## src/rtl/pbus_interconnect.sv

```systemverilog
// picorv32 native-bus interconnect: region decode, slave mux, and bus-error
// completion for unmapped regions and stalled slaves.
module pbus_interconnect #(
  parameter int unsigned          REGION_BITS = 4,
  parameter int unsigned          NSLAVES     = 8,
  parameter logic [NSLAVES-1:0]   SLAVE_EN    = '1,
  parameter int unsigned          TIMEOUT     = 1023,
  parameter logic [31:0]          ERR_RDATA   = 32'hDEADBEEF
) (
  input  logic                    clk,
  input  logic                    rst,
  input  logic                    mem_valid,
  input  logic [31:0]             mem_addr,
  input  logic [3:0]              mem_wstrb,
  output logic                    mem_ready,
  output logic [31:0]             mem_rdata,
  output logic [NSLAVES-1:0]      slv_sel,
  input  logic [NSLAVES-1:0]      slv_ready,
  input  logic [32*NSLAVES-1:0]   slv_rdata,
  input  logic                    err_clr,
  output logic                    err_irq,
  output logic [31:0]             err_addr,
  output logic                    err_write,
  output logic [7:0]              err_cnt
);

  localparam int unsigned CNT_W  = 16;
  localparam int unsigned DATA_W = 32;
  localparam int unsigned ECNT_W = 8;

  typedef enum logic [1:0] {
    S_IDLE,
    S_WAIT,
    S_DONE
  } state_e;

  state_e              state_q, state_d;
  logic [CNT_W-1:0]    cnt_q, cnt_d;
  logic                err_irq_q, err_irq_d;
  logic [31:0]         err_addr_q, err_addr_d;
  logic                err_write_q, err_write_d;
  logic [ECNT_W-1:0]   err_cnt_q, err_cnt_d;

  logic [REGION_BITS-1:0] idx;
  logic [NSLAVES-1:0]     hit;
  logic [DATA_W-1:0]      rdata_hit;
  logic                   mapped;
  logic                   slv_rdy_hit;
  logic                   in_wait;
  logic                   req;
  logic                   timeout_err;
  logic                   unmap_err;
  logic                   err_done;

  assign idx = mem_addr[31 -: REGION_BITS];

  // Region decode: at most one hit bit, only for enabled slaves in range.
  always_comb begin
    hit       = '0;
    rdata_hit = '0;
    for (int unsigned i = 0; i < NSLAVES; i++) begin
      if (idx == REGION_BITS'(i) && SLAVE_EN[i]) begin
        hit[i]    = 1'b1;
        rdata_hit = slv_rdata[DATA_W*i +: DATA_W];
      end
    end
  end

  // Completion and select; the mapped path stays purely combinational.
  always_comb begin
    mapped      = |hit;
    slv_rdy_hit = |(hit & slv_ready);
    in_wait     = (state_q == S_WAIT);
    req         = mem_valid & ~rst;
    timeout_err = req & mapped & ~slv_rdy_hit & in_wait &
                  (cnt_q == CNT_W'(TIMEOUT));
    unmap_err   = req & ~mapped & in_wait & (cnt_q == CNT_W'(1));
    err_done    = timeout_err | unmap_err;
    slv_sel     = (req & ~timeout_err) ? hit : '0;
    mem_ready   = (req & mapped & slv_rdy_hit) | err_done;
    mem_rdata   = (|slv_sel) ? rdata_hit : ERR_RDATA;
  end

  // Next-state: wait counter, access FSM and error capture.
  always_comb begin
    cnt_d       = cnt_q;
    state_d     = state_q;
    err_irq_d   = err_irq_q;
    err_addr_d  = err_addr_q;
    err_write_d = err_write_q;
    err_cnt_d   = err_cnt_q;

    if (!mem_valid || mem_ready) cnt_d = '0;
    else                         cnt_d = cnt_q + CNT_W'(1);

    case (state_q)
      S_IDLE: if (mem_valid) state_d = mem_ready ? S_DONE : S_WAIT;
      S_WAIT: begin
        if (!mem_valid)     state_d = S_IDLE;
        else if (mem_ready) state_d = S_DONE;
      end
      S_DONE: begin
        if (!mem_valid)     state_d = S_IDLE;
        else                state_d = mem_ready ? S_DONE : S_WAIT;
      end
      default:              state_d = S_IDLE;
    endcase

    // A new error outranks a coincident clear so no event is lost.
    if (err_done) begin
      err_irq_d   = 1'b1;
      err_addr_d  = mem_addr;
      err_write_d = |mem_wstrb;
      if (err_cnt_q != '1) err_cnt_d = err_cnt_q + ECNT_W'(1);
    end else if (err_clr) begin
      err_irq_d = 1'b0;
    end
  end

  always_ff @(posedge clk) begin
    if (rst) begin
      state_q     <= S_IDLE;
      cnt_q       <= '0;
      err_irq_q   <= 1'b0;
      err_addr_q  <= '0;
      err_write_q <= 1'b0;
      err_cnt_q   <= '0;
    end else begin
      state_q     <= state_d;
      cnt_q       <= cnt_d;
      err_irq_q   <= err_irq_d;
      err_addr_q  <= err_addr_d;
      err_write_q <= err_write_d;
      err_cnt_q   <= err_cnt_d;
    end
  end

  assign err_irq   = err_irq_q;
  assign err_addr  = err_addr_q;
  assign err_write = err_write_q;
  assign err_cnt   = err_cnt_q;

endmodule

```

## config.mk

```make
export PLATFORM = sky130hd
export DESIGN_NAME = pbus_interconnect
export DESIGN_NICKNAME = d
export VERILOG_FILES = /design/src/rtl/pbus_interconnect.sv
export SDC_FILE = /design/constraint.sdc
export NUM_CORES = 1
export LEC_CHECK = 0
export ABC_CLOCK_PERIOD_IN_PS = 6110
export CAP_MARGIN = 10
export CORE_AREA = 8 8 142 144
export CTS_CLUSTER_SIZE = 10
export DETAILED_ROUTE_END_ITERATION = 16
export DIE_AREA = 0 0 150 152
export PLACE_DENSITY = 0.67
export SETUP_SLACK_MARGIN = 0.5
export SYNTH_ARGS = -nofsm -noshare
export SYNTH_HDL_FRONTEND = slang
export SYNTH_SLANG_ARGS = --single-unit
```

## constraint.sdc

```tcl
create_clock -name clk -period 6.11 [get_ports clk]
set_input_delay 0.9165 -clock clk [delete_from_list [all_inputs] [get_ports clk]]
set_output_delay 0.9165 -clock clk [all_outputs]
set_load 0.01 [all_outputs]
```

==> impl_results.html <==
<table>
<tr><th>Metric</th><th>Value</th></tr>
<tr><th colspan="2">Pwr</th></tr>
<tr><td>Combinational cell fraction of total power</td><td>0.286</td></tr>
<tr><td>Final Total Pwr</td><td>1.23 mW</td></tr>
<tr><td>Net switching power</td><td>294 uW</td></tr>
<tr><td>Switching portion of total power</td><td>0.239</td></tr>
<tr><td>Internal power consumption</td><td>938 uW</td></tr>
<tr><td>Part of the power in the clock network</td><td>0.393</td></tr>
<tr><td>Max VDD drop</td><td>0.000134 V</td></tr>
<tr><td>Pwr/cell area</td><td>137 nW/um2</td></tr>
<tr><td>Sequential Power Share</td><td>0.321</td></tr>
<tr><td>Leakage</td><td>3.38 nW</td></tr>
<tr><th colspan="2">Logic synthesis</th></tr>
<tr><td>Cell with the most instances after synthesis</td><td>nand2_1</td></tr>
<tr><td>Cell area after synthesis</td><td>4590 um2</td></tr>
<tr><td>Compound-Gate Fraction of Synth Area</td><td>0.220</td></tr>
<tr><td>Cell count after synthesis</td><td>585</td></tr>
<tr><td>Share of async-settable or async-resettable flops after synthesis</td><td>0</td></tr>
<tr><td>Leading area contributor after synthesis</td><td>dfxtp_1</td></tr>
<tr><td>Most instantiated cells after synthesis</td><td>90 x nand2_1, 60 x dfxtp_1, 46 x a222oi_1</td></tr>
<tr><td>Simple-Gate Fraction of Synth Area</td><td>0.285</td></tr>
<tr><td>Synthesis-stage register bit count</td><td>60</td></tr>
<tr><td>Multiplexer share of the synthesized area</td><td>0.142</td></tr>
<tr><td>Portion of the post-synthesis area used by sequential elements</td><td>0.262</td></tr>
<tr><td>Xor-xnor portion of the synthesized cell area</td><td>0.0267</td></tr>
<tr><td>Most used DFF post-synth</td><td>dfxtp_1</td></tr>
<tr><td>Fraction of post-synthesis cell area in the top cell type by area</td><td>0.262</td></tr>
<tr><td>Post-Syn Nets</td><td>approximately 890</td></tr>
<tr><td>Synth Area per Inst</td><td>7.85 um2</td></tr>
<tr><td>Top cells by area, synth</td><td>dfxtp_1 26%, a222oi_1 10%, nand2_1 7.4%</td></tr>
<tr><td>Yosys synthesis warning count</td><td>0</td></tr>
<tr><td>Number of distinct standard cells referenced by the synthesized netlist</td><td>53</td></tr>
<tr><td>Dominant combinational cell family by area after synthesis</td><td>simple AND/OR/NAND/NOR gates</td></tr>
<tr><td>Arithmetic-cell share of the synthesized area counting full adders, half adders and majority gates</td><td>0.00818</td></tr>
<tr><td>Number of synthesized flops with an enable pin</td><td>0</td></tr>
<tr><th colspan="2">Global routing</th></tr>
<tr><td>Initial antenna violation count</td><td>11</td></tr>
<tr><td>GRT Total Usage</td><td>0.226</td></tr>
<tr><td>Maximum number of pins on one net before global-route repair</td><td>38</td></tr>
<tr><td>Vias in the first global route</td><td>6386</td></tr>
<tr><td>Wire length of the first global-routing pass</td><td>roughly 40000 um</td></tr>
<tr><td>Remaining global-route overflow</td><td>0</td></tr>
<tr><th colspan="2">Clock tree</th></tr>
<tr><td>CTS clock-pin slew for the worst setup and hold paths</td><td>0.05 ns</td></tr>
<tr><td>Cell at the root of the clock tree</td><td>clkbuf_16</td></tr>
<tr><td>Total number of clock tree sinks</td><td>60</td></tr>
<tr><td>Max clock buf depth</td><td>2</td></tr>
<tr><td>TritonCTS clock tree</td><td>done</td></tr>
<tr><td>Number of buffers inserted to repair setup after CTS</td><td>0</td></tr>
<tr><td>Hold Buf Count CTS</td><td>0</td></tr>
<tr><td>Count of instances resized after the clock tree is built</td><td>0</td></tr>
<tr><td>CTS HTree Levels</td><td>3</td></tr>
<tr><td>Clock insertion delay at the later pin of the skew report</td><td>0.32 ns</td></tr>
<tr><td>Inserted Clock Buffers</td><td>9</td></tr>
<tr><th colspan="2">Finish</th></tr>
<tr><td>P&amp;R area growth vs syn</td><td>96.4%</td></tr>
<tr><td>Fin nets</td><td>between 1000 and 1500</td></tr>
<tr><td>Fraction of layout cells with a size suffix above 1</td><td>0.0734</td></tr>
<tr><th colspan="2">Placed design</th></tr>
<tr><td>Total of buffers placed on input and output ports</td><td>roughly 390</td></tr>
<tr><td>Global placement routability congestion</td><td>0.914</td></tr>
<tr><td>Post-placement setup slack</td><td>1.16 ns</td></tr>
<tr><td>Post-detail-place hpwl</td><td>around 22000 um</td></tr>
<tr><th colspan="2">STA</th></tr>
<tr><td>Final Max Tran Viols</td><td>0</td></tr>
<tr><td>Fin Clk Skew</td><td>0.00579 ns</td></tr>
<tr><td>Sum Neg Setup Slack</td><td>0 ns</td></tr>
<tr><td>Achievable clock frequency</td><td>202 MHz</td></tr>
<tr><td>Final worst slack</td><td>1.16 ns</td></tr>
<tr><td>Period Utilization, post-route</td><td>0.811</td></tr>
<tr><td>Slew at the pin with the worst max-slew slack</td><td>0.893 ns</td></tr>
<tr><td>Final critical-path required period</td><td>4.95 ns</td></tr>
<tr><td>Headroom to the max-slew limit</td><td>0.404</td></tr>
<tr><td>RSZ-0062 raised after global routing</td><td>no</td></tr>
<tr><td>Final Setup Violations</td><td>0</td></tr>
<tr><td>Hold Fails Final Rpt</td><td>0</td></tr>
<tr><th colspan="2">Drt</th></tr>
<tr><td>Pre-Repair DR Iteration Count</td><td>6</td></tr>
<tr><td>Topmost layer with routed signal wires</td><td>met5</td></tr>
<tr><td>Average vias per placed instance</td><td>5.23</td></tr>
<tr><td>Count of nets left with antenna violations after detail routing</td><td>0</td></tr>
<tr><td>Routed metal-1 wirelength</td><td>~10000 um</td></tr>
<tr><td>Violation count after the first detailed-routing iteration</td><td>512</td></tr>
<tr><td>Met3 WL</td><td>about 2500 um</td></tr>
<tr><td># DRC</td><td>0</td></tr>
<tr><td>Average detailed-routed wire length per instance</td><td>22.6 um</td></tr>
<tr><td>Post-detailed-routing wire length</td><td>around 27000 um</td></tr>
<tr><td>Via count of the routed design</td><td>around 6200</td></tr>
<tr><td>Routed wl met2</td><td>13600 um</td></tr>
<tr><th colspan="2">Critical path</th></tr>
<tr><td>Setup crit end kind</td><td>output pin</td></tr>
<tr><td>CP Data Required Time</td><td>5.19 ns</td></tr>
<tr><td>Type of element launching the critical path</td><td>input pin</td></tr>
<tr><td>Critical path peak fanout</td><td>12</td></tr>
<tr><td>R2R Setup Slk</td><td>3.50 ns</td></tr>
<tr><td>WS Path Type</td><td>in2out</td></tr>
<tr><td>Arrival time of the worst setup path</td><td>4.04 ns</td></tr>
<tr><th colspan="2">Flow run</th></tr>
<tr><td>Max-capacitance violation count</td><td>0</td></tr>
<tr><th colspan="2">Floorplan</th></tr>
<tr><td>Rows</td><td>49</td></tr>
<tr><td>Initial core utilization</td><td>0.258</td></tr>
<tr><td>Vertical die dimension</td><td>between 150 and 200 um</td></tr>
<tr><td>Total core area</td><td>17800 um2</td></tr>
<tr><td>Die area</td><td>around 23000 um2</td></tr>
<tr><td>Overall die width</td><td>roughly 150 um</td></tr>
<tr><td>I/O pin count</td><td>387</td></tr>
<tr><th colspan="2">Run status</th></tr>
<tr><td>Status</td><td>finished, final reports clean</td></tr>
<tr><th colspan="2">Hold path</th></tr>
<tr><td>Worst min-delay path category</td><td>reg2reg</td></tr>
</table>
[sequential cells by signal, indices dropped and copies added (netlist names)]
name	flops
err_addr	32
state_q	2
cnt_q	16
err_write	1
err_irq	1
err_cnt	8
[area by class of cell]
cell class	instances	area, um2
flip-flops and latches	60	1200
clock inverters	5	52.6
inverters	6	22.5
diodes	8	20.0
repair buffers	402	3990
fillers	1710	8770
multi-input cells	470	3210
well taps	229	287
clock buffers	11	233
[routing by layer]
layer | up-vias | GRT usage
li1 | 2946 | -
met1 | 2924 | 0.250
met2 | 307 | 0.403
met3 | 45 | 0.0647
met4 | 6 | 0.0776
met5 | - | 0
[worst paths after layout]
| path | startpoint | endpoint | depth (start not counted) |
|---|---|---|---|
| min reg2reg | err_addr[26] | err_addr[26] | 2 |
| max reg2reg | cnt_q[0] | err_addr[7] | 7 |
| max | mem_addr[30] | slv_sel[7] | 7 |
| min | err_addr[26] | err_addr[26] | 2 |
[logic make-up (layout without fill, tap and decap cells)]
| group | after synthesis | in the layout |
|---|---|---|
| AND/OR/NAND/NOR | 259 | 259 |
| flip-flops | 60 | 60 |
| XOR/XNOR | 14 | 14 |
| buffers and inverters | 55 | 424 |
| other | 0 | 8 |
| adder cells (fa/ha/maj) | 3 | 3 |
| AO/OA/AOI/OAI | 136 | 136 |
| multiplexers | 58 | 58 |
[power by group through the flow]
stage	Clock, mW	Sequential, mW	Combinational, mW
finish	0.484	0.396	0.353
global route	0.519	0.396	0.378
CTS	0.500	0.396	0.355
detailed placement	0	0.404	0.353
global placement	0	0.404	0.352
floorplan	0	0.404	0.0971
[through the flow]
stage,instance area [um2],utilization,hold slack [ns],instances
global placement,8710,0.490,0.445,1167
CTS,8990,0.506,0.462,1183
floorplan,4590,-,0.464,585
global route,9010,0.507,0.476,1191
detailed placement,8710,0.490,0.454,1167
finish,9010,0.507,0.455,1191
[worst max-delay path, cell delays in order]
cell	delay [ns]
clkdlybuf4s50_1	0.75
mux2_1	0.37
a32o_1	0.29
or3_1	0.47
o21ai_2	0.57
nor2_1	0.12
clkdlybuf4s50_1	0.56
[cells in the final DEF, fill, tap and decap left out, drive strengths merged, types with 9 or more instances in the layout]
| master | synthesis | routed |
|---|---|---|
| dfxtp | 60 | 60 |
| a31oi | 10 | 10 |
| nand2 | 90 | 90 |
| buf | 15 | 17 |
| and3 | 10 | 10 |
| o21ai | 41 | 41 |
| nand3 | 45 | 45 |
| mux2i | 30 | 30 |
| a22oi | 12 | 12 |
| nor2 | 36 | 36 |
| nand4 | 12 | 12 |
| a222oi | 46 | 46 |
| clkdlybuf4s50 | 0 | 385 |
| nor2b | 30 | 30 |
| xor2 | 9 | 9 |
| mux2 | 28 | 28 |
| clkbuf | 34 | 11 |
Note: power is estimated with default switching activity, not from simulation.
